`src/rtl/mcu_pkg.sv`:
```
// mcu_pkg: shared widths, end-of-song marker and state encoding for song_reader
package mcu_pkg;
  localparam int NUM_SONGS = 4;
  localparam int SONG_W = $clog2(NUM_SONGS);
  localparam int SONG_AW = 5;
  localparam int NOTE_W = 6;
  localparam int DUR_W = 6;
  localparam logic [DUR_W-1:0] DUR_END = '0;
  typedef enum logic [2:0] {IDLE, FETCH, ISSUE, WAIT, END} state_t;
endpackage

```
`src/rtl/song_reader.sv`:
```
// song_reader: walks the song ROM note by note and hands notes to the player; SONG_READER_AUTO_NEXT_EN advances the song at END
module song_reader
  import mcu_pkg::*;
(
  input  logic                      clk,
  input  logic                      reset,
  input  logic                      play,
  input  logic                      reset_play,
  input  logic                      nextsong,
  output logic                      song_done,
  output logic [SONG_W+SONG_AW-1:0] rom_addr,
  input  logic [NOTE_W+DUR_W-1:0]   rom_data,
  output logic                      new_note,
  output logic [NOTE_W-1:0]         note,
  output logic [DUR_W-1:0]          duration,
  input  logic                      note_done,
  output logic [SONG_W-1:0]         song
);
`ifdef SONG_READER_AUTO_NEXT_EN
  localparam logic AUTO_NEXT = 1'b1;
`else
  localparam logic AUTO_NEXT = 1'b0;
`endif
  state_t state, state_d;
  logic [SONG_AW-1:0] addr, addr_d;
  logic [SONG_W-1:0] song_d;
  logic nn, nn_d, latch, inc;
  // The ROM is addressed with next-cycle values so its data is already valid in FETCH
  assign rom_addr = {song_d, addr_d};
  assign new_note = nn && !reset_play;
  assign song_done = state == END && !reset_play;
  // Next-state, note-address and song-number logic; reset_play overrides the FSM
  always_comb begin
    state_d = state;
    addr_d = addr;
    latch = 1'b0;
    case (state)
      IDLE: state_d = play ? FETCH : IDLE;
      FETCH: begin
        latch = 1'b1;
        state_d = ISSUE;
      end
      ISSUE: state_d = nn ? WAIT : END;
      WAIT: if (note_done) begin
        state_d = &addr ? END : (play ? FETCH : IDLE);
        addr_d = &addr ? addr : addr + 1'b1;
      end
      END: begin
        state_d = IDLE;
        addr_d = '0;
      end
      default: state_d = IDLE;
    endcase
    if (reset_play) begin
      state_d = IDLE;
      addr_d = '0;
      latch = 1'b0;
    end
    nn_d = latch && rom_data[DUR_W-1:0] != DUR_END;
    inc = nextsong || (AUTO_NEXT && state == END && !reset_play);
    song_d = song + SONG_W'(inc);
  end
  // State, counters and the note/duration hold registers
  always_ff @(posedge clk) begin
    if (reset) begin
      state <= IDLE;
      song <= '0;
      addr <= '0;
      nn <= 1'b0;
      note <= '0;
      duration <= '0;
    end else begin
      state <= state_d;
      song <= song_d;
      addr <= addr_d;
      nn <= nn_d;
      if (nn_d) {note, duration} <= rom_data;
    end
  end
endmodule

```
`config.mk`:
```
export PLATFORM = sky130hd
export DESIGN_NAME = song_reader
export DESIGN_NICKNAME = d
export VERILOG_FILES = /design/src/rtl/mcu_pkg.sv /design/src/rtl/song_reader.sv
export SDC_FILE = /design/constraint.sdc
export NUM_CORES = 1
export LEC_CHECK = 0
export ABC_CLOCK_PERIOD_IN_PS = 2130
export CORE_MARGIN = 2
export CORE_UTILIZATION = 41
export DETAILED_ROUTE_END_ITERATION = 10
export PLACE_DENSITY = 0.75
export SETUP_SLACK_MARGIN = 0.05
export SYNTH_ARGS = -nofsm -noshare
export SYNTH_HDL_FRONTEND = slang
export SYNTH_SLANG_ARGS = --single-unit
```
`constraint.sdc`:
```
create_clock -name clk -period 2.13 [get_ports clk]
set_clock_uncertainty 0.05 [all_clocks]
set_input_delay 0.5325 -clock clk [delete_from_list [all_inputs] [get_ports clk]]
set_output_delay 0.5325 -clock clk [all_outputs]
set_load 0.01 [all_outputs]
```
==> metrics <==
status complete, but fails checks; failing checks setup timing; Wirelength per Cell 13.1 um; Cells after DPL 229; Starting DRT DRC Count 43; CP arrival 1.86 ns; Tot Pwr 795 uW; clk slew on worst S/H paths 0.12 ns; Initial Util 42.0%; Min-Delay Path Class reg2reg; I/O pins 41; Hold Vio Cnt, Final 0; Post-route DRC 0; drt first pass iters 4; RSZ-0062 raised after global routing true; sequential area share after synthesis 36.8%; Sw Pwr 196 uW; Gate Count Post-Synth 134; CP Max Fanout 3; internal power 599 uW; Post-Syn Area 0.00125 sq mm; Yosys reg bits 23; die width 59.2 um; Worst Tran Pin Value 0.275 ns; clk_lat worst skew 0.31 ns; Leak 0.000796 uW; CTS hold repair buffers 0; core area 0.00298 sq mm; clock share of power 25.5%; Root Driver clkbuf_4; routed vias 1231; Final Wtd Congestion 0.914; Total Wirelength 3.15 mm; clk buf depth 2; CP Launch Type register; Final WS setup -0.313 ns; kind of critical path reg2out; maximum vdd drop 232 uV; share of cells above drive strength 1 33.3%; Sw Ratio 24.6%; vias in the first global route 1262; fin cells 240; fill count 234; die height 59.2 um; setup violators final 4; vias per inst 5.13; Post-Syn Nets 154; area occupied by multi-input gates 800 sq um; Final HPWL DP 2.42 mm; most frequent cells in the layout buf_4, clkdlybuf4s50_1, nand2b_1, dfxtp_1, mux2i_1; post-route cell area 0.00202 sq mm; combinational power share 18.3%; Mean Syn Cell Area 9.34 sq um; # port buffers 40; Max-cap violations 0; grt ovf 0; n_diodes 0; register share of total power 56.2%; row cnt 20; fmax 409 MHz; Final Cycle Share 115%; Layout area overhead 61.5%; H-tree depth reported by CTS 1; most common cell after layout, fill and taps aside buf_4; gr usage total 19.1%; initial antenna violation count 0; Area after DPL 0.00188 sq mm; synth warn 0; min Tclk post-route 2.44 ns; clk sinks 23; die area 0.00351 sq mm; Max-slew headroom 81.6%; crit end category output port; Final nets 228; required time worst endpoint 1.55 ns; Post-Route Setup TNS -0.889 ns; cts bufs inserted 3; Final Core Density 67.9%; post-synth cell types 38; FF/Latch Area 467 sq um; Max Slew Vio Count 0; first-pass GRT wire length 5.20 mm; largest net degree at the start of global routing 28; PwrDens 393 mW/mm^2; DRT antenna net count 0; TritonCTS clock tree yes
## per-stage QoR
step	setup slack (ns)	hold WS, ns
after CTS	-0.322	0.433
after global routing	-0.376	0.451
final	-0.313	0.433
after detailed placement	-0.843	0.410
after floorplan	-0.0167	0.400
after global placement	-0.774	0.405
## routing by layer
layer | track usage, % | share of wire [%] | vias up
met4 | 6.82 | 1.5 | 0
li1 | - | - | 620
met2 | 33.8 | 50 | 35
met3 | 5.02 | 5.1 | 7
met5 | 0 | 0 | -
met1 | 21.8 | 43 | 569
## path summary, 6_finish.rpt
kind	startpoint	to	slack, ns	depth (start not counted)
max	state[2]	rom_addr[0]	-0.31	5
min	duration[5]	duration[5]	0.43	2
max reg2reg	state[1]	note[0]	0.41	5
min reg2reg	duration[5]	duration[5]	0.43	2
## Yosys cell counts
| cell type | count | area (sq um) |
|---|---|---|
| or4b_1 | 1 | 10.0 |
| nor4_1 | 1 | 6.26 |
| nor2_1 | 5 | 18.8 |
| inv_1 | 3 | 11.3 |
| buf_2 | 1 | 5.00 |
| xor2_1 | 3 | 26.3 |
| or3b_1 | 1 | 8.76 |
| o21bai_1 | 5 | 37.5 |
| nand3b_1 | 5 | 37.5 |
| o21ai_0 | 4 | 20.0 |
| nor2b_1 | 6 | 37.5 |
| and4_1 | 2 | 17.5 |
| or2b_1 | 1 | 7.51 |
| a2111oi_0 | 1 | 8.76 |
| a21oi_1 | 3 | 15.0 |
| and3b_1 | 2 | 17.5 |
| buf_6 | 2 | 22.5 |
| o22ai_1 | 1 | 6.26 |
| mux2_4 | 1 | 15.0 |
| nand2_1 | 5 | 18.8 |
| o21a_1 | 1 | 7.51 |
| mux2i_1 | 9 | 90.1 |
| a221oi_1 | 1 | 8.76 |
| dfxtp_1 | 23 | 460 |
| nor3b_1 | 8 | 60.1 |
| a22oi_1 | 2 | 15.0 |
| nand2b_1 | 18 | 113 |
| nand3_1 | 3 | 15.0 |
| clkbuf_1 | 4 | 15.0 |
| a211oi_4 | 1 | 20.0 |
| a32o_1 | 1 | 10.0 |
| o32ai_1 | 1 | 8.76 |
| a211oi_1 | 2 | 15.0 |
| a21oi_4 | 1 | 16.3 |
| buf_4 | 1 | 7.51 |
| nor3_1 | 2 | 10.0 |
| ha_1 | 2 | 25.0 |
| nand4_1 | 1 | 6.26 |
## area by class of cell
| type | count | area share, % |
|---|---|---|
| clock buffers | 3 | 1.11 |
| repair buffers | 77 | 33.4 |
| flip-flops and latches | 23 | 23.1 |
| well taps | 33 | 2.04 |
| clock inverters | 1 | 0.248 |
| multi-input cells | 100 | 39.6 |
| inverters | 3 | 0.557 |
## power groups by stage
| stage | clock network [uW] | logic (uW) | registers (uW) |
|---|---|---|---|
| floorplan | 0 | 54.8 | 459 |
| global placement | 0 | 139 | 454 |
| detailed placement | 0 | 143 | 455 |
| CTS | 209 | 143 | 446 |
| global route | 231 | 157 | 448 |
| finish | 202 | 146 | 447 |
## logic make-up after synthesis
kind of cell             share of synthesized area [%]
AND/OR/NAND/NOR                                   30.7
AO/OA/AOI/OAI                                     15.1
flip-flops                                        36.8
buffers and inverters                             4.90
multiplexers                                      8.40
XOR/XNOR                                          2.10
adder cells (fa/ha/maj)                           2.00
## timing repair
item | 4_1_cts | 5_1_grt
buffers inserted | 6 | 1
gates resized for setup | 36 | 26
setup endpoints to repair | 9 | 14
pin swaps | 1 | 5
## registers in the layout, indices dropped and copies added, names as in the netlist
signal / flops
duration: 6
note: 6
addr: 5
state: 3
song: 2
nn: 1
## worst max-delay path: stages, from the launching register on
cell and delay, ns:
dfxtp_2 0.35, or3b_4 0.41, a211oi_4 0.22, buf_4 0.15
mux2_4 0.29, buf_6 0.12
Power figures use the tool's default switching activity.
